===== src/rtl/mv_pkg.sv =====
// Shared definitions for the matrix-vector front end and the fp32 multiplier.
// Holds the opcodes, the assembler states and the identity matrix helper.
package mv_pkg;

  localparam int MV_IDW     = 8;
  localparam int MV_LATENCY = 4;

  localparam logic [7:0]  OP_MATRIX = 8'h01;
  localparam logic [7:0]  OP_VERTEX = 8'h02;
  localparam logic [31:0] FP32_ONE  = 32'h3F80_0000;

  localparam int MAT_WORDS = 16;
  localparam int VTX_WORDS = 4;

  typedef enum logic [1:0] {
    HDR,
    MAT,
    VTX,
    DRAIN
  } asm_state_e;

  // Row-major 4x4 identity; the diagonal words sit at indices 0, 5, 10 and 15.
  function automatic logic [511:0] identity_mat();
    logic [511:0] m;
    m = '0;
    for (int i = 0; i < 4; i++) begin
      m[(i * 5) * 32 +: 32] = FP32_ONE;
    end
    return m;
  endfunction

endpackage


===== src/rtl/mv_input_assembler.sv =====
// Parses the 32-bit matrix/vertex word stream feeding mv_mul_4x4_fp32 and
// swaps in a new matrix only once no vertex can still be inside the multiplier.
module mv_input_assembler
  import mv_pkg::*;
#(
  parameter int IDW     = MV_IDW,
  parameter int LATENCY = MV_LATENCY
) (
  input  logic           clk,
  input  logic           rst,
  input  logic           s_valid,
  output logic           s_ready,
  input  logic [31:0]    s_data,
  input  logic           err_clr,
  output logic [511:0]   m_mat,
  output logic           in_valid,
  output logic [IDW-1:0] in_vertex_id,
  output logic [31:0]    vx,
  output logic [31:0]    vy,
  output logic [31:0]    vz,
  output logic [31:0]    vw,
  output logic           matrix_busy,
  output logic           err
);

  localparam int IW = (LATENCY < 1) ? 1 : $clog2(LATENCY + 1);
  localparam logic [IW-1:0] IDLE_SAT = IW'(LATENCY);

  asm_state_e     state_q, state_d;
  logic [3:0]     cnt_q, cnt_d;
  logic [IW-1:0]  idle_q, idle_d;
  logic [511:0]   mat_q, mat_d;
  logic [31:0]    shadow_q [MAT_WORDS];
  logic [31:0]    shadow_d [MAT_WORDS];
  logic [31:0]    vbuf_q [VTX_WORDS];
  logic [31:0]    vbuf_d [VTX_WORDS];
  logic [IDW-1:0] id_buf_q, id_buf_d;
  logic [IDW-1:0] id_q, id_d;
  logic [31:0]    vx_q, vx_d, vy_q, vy_d, vz_q, vz_d, vw_q, vw_d;
  logic           in_valid_q, in_valid_d;
  logic           err_q, err_d;

  logic       hs;
  logic [7:0] opcode;

  assign s_ready = (state_q != DRAIN);
  assign hs      = s_valid && s_ready;
  assign opcode  = s_data[31:24];

  always_comb begin
    state_d    = state_q;
    cnt_d      = cnt_q;
    mat_d      = mat_q;
    shadow_d   = shadow_q;
    vbuf_d     = vbuf_q;
    id_buf_d   = id_buf_q;
    id_d       = id_q;
    vx_d       = vx_q;
    vy_d       = vy_q;
    vz_d       = vz_q;
    vw_d       = vw_q;
    in_valid_d = 1'b0;
    err_d      = err_clr ? 1'b0 : err_q;

    // Cycles since the last vertex was handed to the multiplier, saturating.
    if (in_valid_q) begin
      idle_d = '0;
    end else if (idle_q == IDLE_SAT) begin
      idle_d = idle_q;
    end else begin
      idle_d = idle_q + IW'(1);
    end

    case (state_q)
      HDR: begin
        if (hs) begin
          cnt_d = '0;
          if (opcode == OP_MATRIX) begin
            state_d = MAT;
          end else if (opcode == OP_VERTEX) begin
            state_d  = VTX;
            id_buf_d = s_data[IDW-1:0];
          end else begin
            err_d = 1'b1;
          end
        end
      end
      MAT: begin
        if (hs) begin
          shadow_d[cnt_q] = s_data;
          cnt_d           = cnt_q + 4'd1;
          if (cnt_q == 4'(MAT_WORDS - 1)) begin
            state_d = DRAIN;
            cnt_d   = '0;
          end
        end
      end
      DRAIN: begin
        if (idle_q >= IDLE_SAT) begin
          for (int i = 0; i < MAT_WORDS; i++) begin
            mat_d[i * 32 +: 32] = shadow_q[i];
          end
          state_d = HDR;
        end
      end
      VTX: begin
        if (hs) begin
          vbuf_d[cnt_q[1:0]] = s_data;
          cnt_d              = cnt_q + 4'd1;
          // Outputs only move on the final word so a vertex is never torn.
          if (cnt_q == 4'(VTX_WORDS - 1)) begin
            state_d    = HDR;
            cnt_d      = '0;
            in_valid_d = 1'b1;
            id_d       = id_buf_q;
            vx_d       = vbuf_d[0];
            vy_d       = vbuf_d[1];
            vz_d       = vbuf_d[2];
            vw_d       = vbuf_d[3];
          end
        end
      end
      default: state_d = HDR;
    endcase
  end

  always_ff @(posedge clk or negedge rst) begin
    if (!rst) begin
      state_q    <= HDR;
      cnt_q      <= '0;
      idle_q     <= IDLE_SAT;
      mat_q      <= identity_mat();
      id_q       <= '0;
      vx_q       <= '0;
      vy_q       <= '0;
      vz_q       <= '0;
      vw_q       <= '0;
      in_valid_q <= 1'b0;
      err_q      <= 1'b0;
    end else begin
      state_q    <= state_d;
      cnt_q      <= cnt_d;
      idle_q     <= idle_d;
      mat_q      <= mat_d;
      id_q       <= id_d;
      vx_q       <= vx_d;
      vy_q       <= vy_d;
      vz_q       <= vz_d;
      vw_q       <= vw_d;
      in_valid_q <= in_valid_d;
      err_q      <= err_d;
    end
  end

  // Packet staging storage; its contents are meaningless after a reset.
  always_ff @(posedge clk) begin
    shadow_q <= shadow_d;
    vbuf_q   <= vbuf_d;
    id_buf_q <= id_buf_d;
  end

  assign m_mat        = mat_q;
  assign in_valid     = in_valid_q;
  assign in_vertex_id = id_q;
  assign vx           = vx_q;
  assign vy           = vy_q;
  assign vz           = vz_q;
  assign vw           = vw_q;
  assign matrix_busy  = (state_q == MAT) || (state_q == DRAIN);
  assign err          = err_q;

endmodule


===== config.mk =====
export PLATFORM = sky130hd
export DESIGN_NAME = mv_input_assembler
export DESIGN_NICKNAME = d
export VERILOG_FILES = /design/src/rtl/mv_pkg.sv /design/src/rtl/mv_input_assembler.sv
export SDC_FILE = /design/constraint.sdc
export NUM_CORES = 2
export LEC_CHECK = 0
export ABC_AREA = 1
export CORE_ASPECT_RATIO = 1.5
export CORE_MARGIN = 2
export CORE_UTILIZATION = 25
export DETAILED_ROUTE_END_ITERATION = 8
export PLACE_DENSITY = 0.42
export SLEW_MARGIN = 5
export SYNTH_ARGS = -nofsm -noshare
export SYNTH_HDL_FRONTEND = slang
export SYNTH_SLANG_ARGS = --single-unit

===== constraint.sdc =====
create_clock -name clk -period 8.6 [get_ports clk]
set_input_delay 1.72 -clock clk [delete_from_list [all_inputs] [get_ports clk]]
set_output_delay 1.72 -clock clk [all_outputs]
set_load 0.1 [all_outputs]

Yosys cells after proc, flatten, opt, wreduce, memory -nomap -nowiden. Cells that the tools add are included.

Input port bits: 36. Word-level logic and storage cells: 103. Register bits: 1307. Output and inout port bits: 652.

Bitwise operators: 3. $add $sub $neg: 2. Multiplexer cells: 31. Equal/unequal tests: 17. Order comparisons: 5. Reductions and logical operators: 13.

Operator list (count): $bwmux W512 (1); $bwmux W128 (1); $demux W32 S4 (1); $demux W32 S2 (1); $mux W32 (2); $mux W4 (5); $mux W2 (8); $ne A2 B2 Y1 const B (8); $pmux W4 S3 (1); $eq A8 B1 Y1 const B (1); $eq A8 B2 Y1 const B (1); $mux W1 (8); $pmux W2 S4 (1); $reduce_and A4 Y1 (2); $reduce_and A7 Y1 (1); $ge A3 B3 Y1 const B (2); $mux W3 (2); $reduce_and A2 Y1 (3); $ge A5 B5 Y1 const B (1); $lt A5 B1 Y1 const B (1); $not A4 Y5 (1); $add A4 B1 Y4 const B (1); $eq A2 B2 Y1 const B (2); $eq A4 B2 Y1 const B (1); 13 further kinds (15).

Logic depth before layout (Yosys ltp).
Word-level depth: 6. Depth in mapped cells: 10. Gate-level depth less buffers: 10.

Worst setup path before layout. OpenSTA, ideal clock, no wires.

Kind: input to register. From: in s_valid. To: reg vbuf_q[0] (netlist name) (enable). Slack: 812 ps. Stages: 2. Arrival time: 7171 ps. Data required time: 7983 ps. Setup time: 617 ps. Cells stage by stage: nand2_2 nor2_1.

Cells in the longest elaborated chain, start to end: 2.

Ends and longest elaborated chain: start, declared (RTL line mv_input_assembler.sv:11) `input logic s_valid,`; $logic_and A1 B1 Y1 (RTL line mv_input_assembler.sv:47) `assign hs = s_valid && s_ready;`; $reduce_and A2 Y1 (no line); end signal, assigned (RTL line mv_input_assembler.sv:158) `vbuf_q <= vbuf_d;`; end, declared (RTL line mv_input_assembler.sv:35) `logic [31:0] vbuf_q [VTX_WORDS];`.

Every way passes these cells. A chain may end at the register's enable or synchronous reset.

Final worst setup path.
From: reg state_q[1]. To: out matrix_busy.

Cells in the longest elaborated chain, start to end: 2. Elaborated cells on any way between the ends: 3. Those cells by class: eq/ne (2); reduce/logical (1).

Ends and longest elaborated chain: start, declared (RTL line mv_input_assembler.sv:29) `asm_state_e state_q, state_d;`; start signal, assigned (RTL line mv_input_assembler.sv:141) `state_q <= state_d;`; $eq A2 B1 Y1 or $eq A2 B2 Y1 (tied branches) (RTL line mv_input_assembler.sv:169) `assign matrix_busy = (state_q == MAT) || (state_q == DRAIN);`; $logic_or A1 B1 Y1 * (RTL line mv_input_assembler.sv:169); end, declared (RTL line mv_input_assembler.sv:22) `output logic matrix_busy,`.

Every way passes the cells marked *; elsewhere a longest branch is shown, timed or not.

==> impl_table.tex <==
\begin{tabular}{lr}
\hline
Metric & Value \\
\hline
\multicolumn{2}{l}{\textbf{Timing}} \\
Pin slew with the least headroom to its limit & 1190 ps \\
Worst slew margin relative to its limit & 20.2\% \\
Total of endpoints with negative setup slack in the final report & 0 \\
Setup TNS & 0 ps \\
Worst clock skew on the final layout & 26.7 ps \\
Fmax achieved & 216 MHz \\
Min cycle time layout & 4630 ps \\
Setup repair after global routing missed its margin & no \\
Number of max-slew violations in the final report & 0 \\
Final worst path period share & 53.8\% \\
Number of hold violations in the final report & 0 \\
\multicolumn{2}{l}{\textbf{Setup path}} \\
Critical-path cell with the highest stage delay & sky130\_fd\_sc\_hd\_\_clkdlybuf4s50\_1 \\
Element type at the critical path start & flip-flop \\
CP Data Required Time & 6880 ps \\
Cell-by-cell listing of the critical path & inv\_1, ha\_1, inv\_1, nand2\_1, clkdlybuf4s50\_1 \\
Type of the worst setup path & flip-flop to primary output \\
Data arrival time of the critical path & 2910 ps \\
Most common cell on crit path & sky130\_fd\_sc\_hd\_\_inv\_1 \\
Max incr delay on CP & 1200 ps \\
Reg2reg path depth & 7 \\
CP max FO & 5 \\
Crit end category & primary output \\
\multicolumn{2}{l}{\textbf{Detailed routing}} \\
Final wirelength & 148000 um \\
Via/cell ratio & 4.15 \\
Iteration count of the initial detailed-routing pass & 5 \\
Final routed wire length divided by cell count & 24.7 um \\
Count of routing violations after the opening detailed-route iteration & 1475 \\
DRC violation count after routing & 0 \\
Antenna-violating nets left & 0 \\
Count of vias placed by the detailed router & 24900 \\
\multicolumn{2}{l}{\textbf{Logic synthesis}} \\
Post-Synthesis Mean Instance Area & 17.2 um2 \\
Portion of netlist area occupied by mux cells & 14.4\% \\
Syn Nets & 2715 \\
Post-synthesis share of cell area spent on full adders, half adders and majority gates & 0.273\% \\
Compound-cell area share of the yosys netlist & 0.505\% \\
Post-Synthesis Cells & 2669 \\
Leading cell types by count after synthesis & 648 x sky130\_fd\_sc\_hd\_\_edfxtp\_1, 630 x sky130\_fd\_sc\_hd\_\_dfrtp\_1, 584 x sky130\_fd\_sc\_hd\_\_mux2\_2 \\
Number of warning messages in the yosys log & 0 \\
Area share of xor/xnor cells in the synthesized design & 0.0191\% \\
Simple-gate share of the synthesized area & 4.86\% \\
Sequential share of the synthesized area & 78.6\% \\
Largest cells by area after synthesis & sky130\_fd\_sc\_hd\_\_edfxtp\_1 42\%, sky130\_fd\_sc\_hd\_\_dfrtp\_1 34\%, sky130\_fd\_sc\_hd\_\_mux2\_2 14\% \\
Combinational family with the most area after synthesis & multiplexers \\
Count of flip-flops with a built-in enable after synthesis & 648 \\
Number of flip-flops and latches in the synthesized netlist & 1307 \\
Mapped Area & 0.0458 mm2 \\
Area fraction of the dominant cell type after synthesis & 42.5\% \\
Cell with the most instances after synthesis & sky130\_fd\_sc\_hd\_\_edfxtp\_1 \\
Synth area leader & sky130\_fd\_sc\_hd\_\_edfxtp\_1 \\
Post-synthesis cell type count & 23 \\
Primary FF master, synth & sky130\_fd\_sc\_hd\_\_edfxtp\_1 \\
Share of synthesized flip-flops with an asynchronous set or reset & 50.4\% \\
\multicolumn{2}{l}{\textbf{Final layout}} \\
Layout cells sized above 1 & 25.6\% \\
\# nets final & 3503 \\
Area growth from synthesis to final layout & 31.7\% \\
\multicolumn{2}{l}{\textbf{Floorplanning}} \\
Site row count & 192 \\
Initial core utilization & 25.1\% \\
Core region area & 0.182 mm2 \\
Number of placed I/O pins & 688 \\
Die span in x & 353 um \\
Height of the die & 528 um \\
Area of the die & 0.187 mm2 \\
\multicolumn{2}{l}{\textbf{Clocking}} \\
Total clock buffers created by CTS & 140 \\
Post-cts resize count & 0 \\
TritonCTS clock tree & done \\
Source-to-sink clock delay at the later pin of the worst-skew pair & 770 ps \\
Buffers inserted during post-CTS setup optimization & 0 \\
Post-CTS Hold Fix Bufs & 0 \\
Clock root buffer master & sky130\_fd\_sc\_hd\_\_clkbuf\_16 \\
Maximum clock path buffer count & 3 \\
H-tree Lvls & 4 \\
Clock sink count & 1307 \\
Clock input transition at the sequential cells of the worst setup and hold paths & 60 ps \\
\multicolumn{2}{l}{\textbf{Global route}} \\
Total track usage & 15.7\% \\
Congestion Overflow GR & 0 \\
Pin count of the biggest net entering global routing & 151 \\
Global-route wire length before repair & 207000 um \\
Number of global-route vias before repair & 25700 \\
Antenna violations before repair & 16 \\
\multicolumn{2}{l}{\textbf{Hold path}} \\
Worst min path class & flip-flop to flip-flop \\
Hold Path Cell Cnt & 2 \\
\multicolumn{2}{l}{\textbf{Placed design}} \\
Detailed placement HPWL & 92400 um \\
Count of buffers inserted at the top-level ports & 687 \\
RePlAce Congestion & 0.707 \\
\multicolumn{2}{l}{\textbf{Run}} \\
Number of max-cap violations & 0 \\
\multicolumn{2}{l}{\textbf{Run status}} \\
Status & finished clean \\
\hline
\end{tabular}
==> final timing paths <==
kind                                    to        start  slack (ps)
max in group asynchronous       m_mat[478]          rst        5990
min                        in_vertex_id[0]  id_buf_q[0]         440
max reg2reg                   shadow_q[46]   state_q[0]        5490
min in group asynchronous       m_mat[372]          rst         950
max                            matrix_busy   state_q[1]        3970
min reg2reg                in_vertex_id[0]  id_buf_q[0]         440
==> cell type report <==
class | instances | area, um2
Fill cell | 17800 | 122000
Clock inverter | 45 | 418
Timing Repair Buffer | 753 | 7400
Inverter | 28 | 108
Clock buffer | 210 | 4040
Tap cell | 2425 | 3030
Sequential cell | 1307 | 36000
Multi-Input combinational cell | 1227 | 9320
Antenna cell | 2 | 5.00
==> metrics by stage <==
stage / hold slack (ps) / worst slack, ps / utilization (%) / std cells / area, um2
after global routing: 454 / 3790 / 33.1 / 5996 / 60300
after global placement: 434 / 3980 / 30.6 / 5740 / 55800
after detailed placement: 434 / 3940 / 30.6 / 5740 / 55800
after CTS: 437 / 3860 / 33.1 / 5995 / 60300
final: 440 / 3970 / 33.1 / 5997 / 60300
after floorplan: 425 / 812 / - / 2669 / 45800
==> layout by cell type (no fill, tap or decap), types with 6 or more instances in the layout <==
master and count:
sky130_fd_sc_hd__ha_1 7, sky130_fd_sc_hd__bufinv_16 6, sky130_fd_sc_hd__o21ai_0 13, sky130_fd_sc_hd__clkbuf_16 143, sky130_fd_sc_hd__clkdlybuf4s50_1 676, sky130_fd_sc_hd__clkinv_1 10
sky130_fd_sc_hd__dfstp_2 29, sky130_fd_sc_hd__edfxtp_1 648, sky130_fd_sc_hd__nor2_1 31, sky130_fd_sc_hd__buf_2 10, sky130_fd_sc_hd__dfrtp_1 630, sky130_fd_sc_hd__nand2_1 524
sky130_fd_sc_hd__a21oi_1 28, sky130_fd_sc_hd__nor2_4 17, sky130_fd_sc_hd__clkinv_2 18, sky130_fd_sc_hd__nand3_1 11, sky130_fd_sc_hd__buf_12 6, sky130_fd_sc_hd__buf_4 60
sky130_fd_sc_hd__inv_1 25, sky130_fd_sc_hd__inv_6 6, sky130_fd_sc_hd__clkbuf_1 46, sky130_fd_sc_hd__clkbuf_8 21, sky130_fd_sc_hd__mux2_2 584
==> kinds of logic (layout without fill, tap and decap cells) <==
kind of cell | count (synthesis) | after routing
AO/OA/AOI/OAI | 45 | 45
adder cells (fa/ha/maj) | 10 | 10
buffers and inverters | 135 | 1036
AND/OR/NAND/NOR | 587 | 587
multiplexers | 584 | 584
XOR/XNOR | 1 | 1
other | 0 | 2
flip-flops | 1307 | 1307
==> worst max-delay path, delay by kind of cell, from the launching register on <==
family / cells / cell delay, ps
AND/OR/NAND/NOR: 1 / 90
adder cells (fa/ha/maj): 1 / 240
buffers and inverters: 3 / 1410
flip-flops: 1 / 420
==> registers in the layout, summed over array words and instances, names as in the netlist <==
signal	cells
state_q	2
in_vertex_id	8
vbuf_q	128
vx	32
vy	32
idle_q	3
in_valid	1
vw	32
err	1
shadow_q	512
m_mat	512
vz	32
cnt_q	4
id_buf_q	8
==> per-layer routing <==
layer	global-route usage (%)	wire length, um
met2	25.9	71700
met3	4.62	10500
met5	0	0
met4	4.52	3270
met1	19.7	62900
Power is not shown: default switching activity piles up to over one toggle a cycle in this logic, so the estimate is an artifact.
